`src/rtl/tdc_stim_pkg.sv`:
```
// Shared definitions for the TDC start/stop stimulus generator:
// FSM encoding, field widths and the default repeat hold-off.
package tdc_stim_pkg;

  localparam int N_W         = 6;
  localparam int CNT_W       = 4;
  localparam int HOLDOFF_DEF = 4;

  typedef enum logic [2:0] {
    ST_IDLE  = 3'd0,
    ST_START = 3'd1,
    ST_WAIT  = 3'd2,
    ST_STOP  = 3'd3,
    ST_HOLD  = 3'd4
  } tdc_state_e;

endpackage

```
`src/rtl/tdc_sync2.sv`:
```
// Two-flop synchroniser for a single asynchronous level input.
module tdc_sync2 (
  input  logic clk,
  input  logic rst_n,
  input  logic d,
  output logic q
);

  logic meta;

  always_ff @(posedge clk or negedge rst_n) begin
    if (!rst_n) begin
      meta <= 1'b0;
      q    <= 1'b0;
    end else begin
      meta <= d;
      q    <= meta;
    end
  end

endmodule

```
`src/rtl/tdc_stim_gen.sv`:
```
// Start/stop pulse pair generator for exercising a TDC: programmable
// interval N, optional repeat bursts separated by HOLDOFF idle cycles.
module tdc_stim_gen
  import tdc_stim_pkg::*;
#(
  parameter int HOLDOFF = HOLDOFF_DEF
) (
  input  logic       clk,
  input  logic       rst_n,
  input  logic [7:0] ui_in,
  output logic [7:0] uo_out
);

  localparam logic [N_W-1:0] HOLD_LOAD = N_W'(HOLDOFF - 1);

  logic             go_s;
  logic             go_prev;
  logic [1:0]       settle_q;
  logic             armed;
  logic             go_rise;

  tdc_state_e       state_q;
  tdc_state_e       state_nx;
  logic [N_W-1:0]   cnt_q;
  logic [N_W-1:0]   cnt_nx;
  logic [N_W-1:0]   n_q;
  logic             rep_q;
  logic             stop_evt;
  logic             load_n;

  logic             start_q, stop_q, busy_q, done_q;
  logic             start_nx, stop_nx, busy_nx, done_nx;
  logic [CNT_W-1:0] burst_q;
  logic [CNT_W-1:0] burst_nx;

  tdc_sync2 u_go_sync (
    .clk   (clk),
    .rst_n (rst_n),
    .d     (ui_in[6]),
    .q     (go_s)
  );

  // The synchroniser refills from 0 after reset; edges are only trusted once
  // it has settled, so a go level held through reset never looks like a rise.
  always_ff @(posedge clk or negedge rst_n) begin
    if (!rst_n) begin
      go_prev  <= 1'b0;
      settle_q <= 2'd0;
    end else begin
      go_prev <= go_s;
      if (settle_q != 2'd3) settle_q <= settle_q + 2'd1;
    end
  end

  assign armed   = (settle_q == 2'd3);
  assign go_rise = go_s & ~go_prev & armed;

  always_ff @(posedge clk or negedge rst_n) begin
    if (!rst_n) state_q <= ST_IDLE;
    else        state_q <= state_nx;
  end

  // A zero interval finishes the burst in the START cycle itself.
  assign stop_evt = (state_q == ST_STOP) || ((state_q == ST_START) && (n_q == '0));
  assign load_n   = (state_nx == ST_START) && (state_q != ST_START);

  always_comb begin
    state_nx = state_q;
    cnt_nx   = cnt_q;
    case (state_q)
      ST_IDLE:  if (go_rise) state_nx = ST_START;
      ST_START: begin
        if (n_q == N_W'(1)) begin
          state_nx = ST_STOP;
        end else if (n_q != '0) begin
          state_nx = ST_WAIT;
          cnt_nx   = n_q - N_W'(2);
        end
      end
      ST_WAIT: begin
        if (cnt_q == '0) state_nx = ST_STOP;
        else             cnt_nx   = cnt_q - N_W'(1);
      end
      ST_STOP:  ;
      ST_HOLD: begin
        if (cnt_q == '0) state_nx = go_s ? ST_START : ST_IDLE;
        else             cnt_nx   = cnt_q - N_W'(1);
      end
      default:  state_nx = ST_IDLE;
    endcase
    if (stop_evt) begin
      if (rep_q && go_s) begin
        state_nx = ST_HOLD;
        cnt_nx   = HOLD_LOAD;
      end else begin
        state_nx = ST_IDLE;
      end
    end
  end

  always_ff @(posedge clk or negedge rst_n) begin
    if (!rst_n) begin
      cnt_q <= '0;
      n_q   <= '0;
      rep_q <= 1'b0;
    end else begin
      cnt_q <= cnt_nx;
      if (load_n) n_q <= ui_in[N_W-1:0];
      if (load_n && (state_q == ST_IDLE)) rep_q <= ui_in[7];
    end
  end

  // Outputs are computed from the next state so every uo_out bit is a flop.
  always_comb begin
    start_nx = (state_nx == ST_START);
    stop_nx  = (state_nx == ST_STOP) || (load_n && (ui_in[N_W-1:0] == '0));
    busy_nx  = (state_nx != ST_IDLE);
    done_nx  = done_q;
    if (stop_evt)    done_nx = 1'b1;
    else if (load_n) done_nx = 1'b0;
    burst_nx = stop_nx ? burst_q + CNT_W'(1) : burst_q;
  end

  always_ff @(posedge clk or negedge rst_n) begin
    if (!rst_n) begin
      start_q <= 1'b0;
      stop_q  <= 1'b0;
      busy_q  <= 1'b0;
      done_q  <= 1'b0;
      burst_q <= '0;
    end else begin
      start_q <= start_nx;
      stop_q  <= stop_nx;
      busy_q  <= busy_nx;
      done_q  <= done_nx;
      burst_q <= burst_nx;
    end
  end

  assign uo_out = {burst_q, done_q, busy_q, stop_q, start_q};

endmodule

```
`config.mk`:
```
export PLATFORM = sky130hd
export DESIGN_NAME = tdc_stim_gen
export DESIGN_NICKNAME = d
export VERILOG_FILES = /design/src/rtl/tdc_stim_pkg.sv /design/src/rtl/tdc_sync2.sv /design/src/rtl/tdc_stim_gen.sv
export SDC_FILE = /design/constraint.sdc
export NUM_CORES = 1
export LEC_CHECK = 0
export CORE_MARGIN = 8
export CORE_UTILIZATION = 52
export DETAILED_ROUTE_END_ITERATION = 7
export GPL_TIMING_DRIVEN = 0
export PLACE_DENSITY = 0.8
export SLEW_MARGIN = 15
export SYNTH_ARGS = -nofsm -noshare
export SYNTH_HDL_FRONTEND = slang
export SYNTH_SLANG_ARGS = --single-unit
```
`constraint.sdc`:
```
create_clock -name clk -period 5.7 [get_ports clk]
set_input_delay 1.14 -clock clk [delete_from_list [all_inputs] [get_ports clk]]
set_output_delay 1.14 -clock clk [all_outputs]
set_load 0.1 [all_outputs]
```
---- After elaboration in Yosys (flattened, before gate mapping) ----
Cells that the tools add are included.
W data, S select, Z words.
word-level totals
  register bits ........................... 29
  bits of input ports ..................... 10
  word-level logic and storage cells ...... 62
cells by class
  add/subtract/negate cells ............... 4
  eq/ne operators ......................... 10
  mux-type cells .......................... 17
  bitwise logic cells ..................... 3
  reductions and logical operators ........ 15
operator list
  operator               number
  $mux W6                5
  $mux W3                7
  $logic_not A6 Y1       3
  $pmux W3 S5            1
  $pmux W6 S2            1
  $eq A3 B2 Y1 const B   3
  $eq A3 B1 Y1 const B   2
  $eq A6 B1 Y1 const B   1
  $reduce_bool A6 Y1     1
  $sub A6 B1 Y6 const B  1
  $sub A6 B2 Y6 const B  1
  $logic_and A1 B1 Y1    5
  $add A4 B1 Y4 const B  1
  $eq A3 B3 Y1 const B   1
  $logic_not A3 Y1       1
  $mux W1                3
  $ne A3 B1 Y1 const B   1
  $reduce_bool A3 Y1     1
  $add A2 B1 Y2 const B  1
  $and A1 B1 Y1          2
  $eq A2 B2 Y1 const B   1
  $logic_or A1 B1 Y1     2
  $ne A2 B2 Y1 const B   1
  $reduce_bool A2 Y1     1
  other kinds (2)        2

---- Logic depth before layout (Yosys ltp) ----
  depth in word-level cells ............... 10
  depth in mapped cells ................... 8

---- Modules after synthesis ----
From an unflattened synthesis, not the netlist that was laid out.
unflattened totals
  cells, all modules ...................... 165
  area, all modules ....................... 1,625.3 um2
modules (own cells, without submodules)
  module        times used  cells each  area an instance (um2)  sequential area each (um2)
  tdc_stim_gen  1           163         1,575.3                 675.6
  tdc_sync2     1           2           50.0                    50.0

---- Least setup slack after synthesis ----
OpenSTA, ideal clock, no wires.
  kind .................................... reg-to-reg
  start point ............................. register settle_q[0]
  end point ............................... register n_q[0]
  setup time .............................. 125 ps
  data arrival time ....................... 2,066 ps
  data required time ...................... 5,575 ps
  path slack .............................. 3,509 ps
  stages on the path, launching flop included .. 8
  path buffers ............................ 0
  clock period less this slack ............ 2,191 ps
  cell sequence ........................... dfrtp_1 > ha_1 > or4bb_1 > nor3_2 > a31oi_1 > o21ai_2 > nor3b_4 > mux2_2
between the ends
  longest elaborated chain between the ends .. 7
RTL lines
  element                 RTL line             text
  from (decl)             tdc_stim_gen.sv:18   logic [1:0] settle_q;
  from (signal assigned)  tdc_stim_gen.sv:51   if (settle_q != 2'd3) settle_q <= settle_q + 2'd1;
  $eq A2 B2 Y1            tdc_stim_gen.sv:55   assign armed = (settle_q == 2'd3);
  $and A1 B1 Y1           tdc_stim_gen.sv:56   assign go_rise = go_s & ~go_prev & armed;
  $mux W3                 tdc_stim_gen.sv:71   ST_IDLE: if (go_rise) state_nx = ST_START;
  $pmux W3 S5             tdc_stim_gen.sv:70   case (state_q)
  $mux W3                 tdc_stim_gen.sv:91   if (stop_evt) begin
  named net state_nx[0]   tdc_stim_gen.sv:23   tdc_state_e state_nx;
  $eq A3 B1 Y1            -
  named net start_nx      tdc_stim_gen.sv:32   logic start_nx, stop_nx, busy_nx, done_nx;
  $logic_and A1 B1 Y1     tdc_stim_gen.sv:65   assign load_n = (state_nx == ST_START) && (state_q != ST_START);
  to (signal assigned)    tdc_stim_gen.sv:108  if (load_n) n_q <= ui_in[N_W-1:0];
  to (decl)               tdc_stim_gen.sv:26   logic [N_W-1:0] n_q;
The timed path passes the listed nets, and every way through them passes these cells.
A chain may end at the register's enable or synchronous reset.

---- Worst setup path in the final report ----
  start point ............................. register burst_q[0]
  end point ............................... output uo_out[4]
RTL lines
  element                 RTL line             text
  from (decl)             tdc_stim_gen.sv:33   logic [CNT_W-1:0] burst_q;
  from (signal assigned)  tdc_stim_gen.sv:136  burst_q <= burst_nx;
  to (decl)               tdc_stim_gen.sv:11   output logic [7:0] uo_out
No word-level cell between the ends.

==> impl_metrics.tcl <==
set metrics [dict create \
    fillCellCount 222 \
    insertedDiodeCount 0 \
    slew_headroom_pct 33.72 \
    internal_power_uw 595.6 \
    drv_cap 0 \
    io_pins 18 \
    dp_hpwl_um 2193 \
    synth_mux_area_share_pct 8.663 \
    min_from "u_go_sync.meta" \
    setup_violations 0 \
    design.core.area_mm2 0.002758 \
    layout.nets 182 \
    antenna_found_initial 0 \
    switching_share_pct 48.31 \
    dominantRegCellSynth "dfrtp_1" \
    fin_crit_ns 3.058 \
    synthCells 144 \
    area.growth.synth_to_final_pct 18.07 \
    wl_per_cell_um 15.01 \
    die-area_mm2 0.004900 \
    layout_setup_ws_ns 2.642 \
    rsz0062_at_grt "no" \
    yosysUniqueCellTypes 40 \
    grt_max_degree 30 \
    ys_ff_latch 29 \
    start_util_pct 54.99 \
    grt_pass1_wl_um 5050 \
    drive_gt1_share_pct 18.34 \
    max-vdd-ir-drop_uv 497.6 \
    final-hold-violation-count 0 \
    rows 19 \
    p_seq_share_pct 32.1 \
    avgViaCountPerCell 5.690 \
    whs_endpoint "u_go_sync.q" \
    yosysSeqAreaShare_pct 47.85 \
    cts_root_buf "clkbuf_4" \
    cts_tree "yes" \
    setup.worst_path.class "reg -> out" \
    synth_fa_ha_area_share_pct 3.300 \
    synthXorXnorAreaFrac_pct 4.043 \
    grtUsageTotal_pct 12.49 \
    r2r_cells 7 \
    syn-cell-area_mm2 0.001516 \
    crit_slowest_cell "clkdlybuf4s50_1" \
    synth-compound-area-share_pct 12.54 \
    cts_setup_buffers 0 \
    drt_iter0_drc 92 \
    rrSetupSlack_ns 3.22 \
    chipWidth_um 70 \
    min_period_over_period_pct 53.65 \
    cp_data_required_time_ns 4.56 \
    max_freq_mhz 327.0 \
    hold_path_class "reg -> reg" \
    p_leak_uw 0.0007717 \
    timing.rr.end "n_q[4]" \
    slew_viol_final 0 \
    cts.sinks 29 \
    layout_commonest_cell "dfrtp_1" \
    synth_fp_nets 158 \
    cts.hold.buffers_added 0 \
    max_stage_delay_ns 1.17 \
    yosys.area_share.simple_pct 18.32 \
    drt_pass1_iterations 4 \
    route.vias.total 1138 \
    grt_pass1_vias 1144 \
    cts.repair.resized 0 \
    synth_top_family_by_area "simple AND/OR/NAND/NOR gates" \
    layout_common_cells "29 x dfrtp_1, 16 x clkdlybuf4s50_1, 14 x nor2_1" \
    setup_tns_ns 0 \
    syn_area_per_cell_um2 10.53 \
    holdPathStages 0 \
    arrival_ns 1.92 \
    endpoint_kind "output port" \
    power_frac_comb_pct 55.4 \
    die_h_um 70 \
    tightest_slew_ns 0.9911 \
    cts.clk_slew.worst_paths_ns 0.10 \
    cp_max_fo 4 \
    power_density_mw_per_mm2 643.5 \
    cts_buffers 5 \
    ant_nets 0 \
    startpoint_type "flop" \
    regToRegStartpoint "settle_q[0]" \
    place.gp.congestion 0.8451 \
    synth-edff-count 0 \
    drc 0 \
    power.switching_uw 556.6 \
    post-place-ws_ns 2.975 \
    pwr-share-clk_pct 12.5 \
    clk_path_buf_depth 2 \
    worstPathCellList "clkdlybuf4s50_1" \
    synth_warnings 0 \
    outcome "complete, no violations" \
    path_buf_inv 1 \
    cts_max_level 2 \
    synth-async-reset-ratio_pct 100.0 \
    finClkSkew_ns 0.009734 \
    wl_um 3002 \
    io_buffers 17 \
    crit_family "buffers and inverters" \
    overflow 0 \
    clk_latency_ns 0.33 \
]
-- metal layers --
layer	wire length, µm	track usage (%)	part of all wire (%)	up-vias
li1	-	-	-	551
met1	1292	13.20	43	549
met2	1481	21.02	49	33
met3	196	5.226	6.5	5
met4	31	5.804	1.0	0
met5	0	0	0	-
-- through the flow --
step / cell area (µm²) / cells / total power (µW) / util [%] / hold WS (ns)
2_1_floorplan: 1516 / 144 / 869.2 / - / 0.3312
3_3_place_gp: 1725 / 192 / 989.3 / 62.57 / 0.3342
3_5_place_dp: 1720 / 192 / 1010 / 62.39 / 0.3418
4_1_cts: 1790 / 200 / 1158 / 64.93 / 0.3671
5_1_grt: 1790 / 200 / 1226 / 64.93 / 0.3799
6_report: 1790 / 200 / 1152 / 64.93 / 0.3640
-- registers in the layout, summed over array words and instances (netlist names), 2 cells and up --
signal,count
n_q,6
state_q,3
settle_q,2
cnt_q,6
burst_q,4
-- power groups by stage --
stage | Combinational [µW] | Clock (µW) | Sequential, µW
5_1_grt | 688 | 154 | 384
6_report | 638 | 144 | 370
3_3_place_gp | 623 | 0 | 367
4_1_cts | 640 | 148 | 369
3_5_place_dp | 637 | 0 | 373
2_1_floorplan | 425 | 0 | 444
-- area by class of cell --
cell class	count	area, µm²	area share (%)
Sequential cell	29	725.7	40.53
Multi-Input combinational cell	100	710.7	39.69
Timing Repair Buffer	17	165.2	9.224
Clock buffer	7	65.06	3.634
Buffer	7	50.05	2.795
Tap cell	31	38.79	2.166
Inverter	8	30.03	1.677
Clock inverter	1	5.005	0.2795
-- synth_stat cells (2+ instances only) --
cell	instances	share of area [%]
nand2b_1	3	1.2
xnor2_1	6	3.5
nor3_1	3	0.99
nand3_1	3	0.99
nand2_1	12	3.0
ha_1	4	3.3
o21bai_1	2	0.99
dfrtp_1	29	48
or3_1	3	1.2
nor3_2	3	2.0
o21ai_0	4	1.3
nor2_1	14	3.5
buf_4	4	2.0
nand3b_1	2	0.99
inv_1	8	2.0
and3_1	2	0.82
mux2_2	9	6.7
a21oi_1	8	2.6
mux2i_1	3	2.0
a211oi_1	2	0.99
-- cell families after synthesis --
logic type / Yosys count
muxes: 12
adders and majority gates: 4
DFF: 29
buffers and inverters: 15
AOI/OAI and AO/OA: 27
and+or+nand+nor: 50
xor gates and xnor gates: 7
-- how the worst max path moves through the flow --
stage,from,endpoint,slack [ns],cells past startpoint
after floorplan,settle_q[0],n_q[0],3.51,7
after global placement,ui_in[3],burst_q[1],2.95,6
after detailed placement,ui_in[3],burst_q[1],2.98,6
after CTS,burst_q[0],uo_out[4],2.61,1
after global routing,burst_q[0],uo_out[4],2.58,1
final,burst_q[0],uo_out[4],2.64,1
Note: power is estimated with default switching activity, not from simulation.
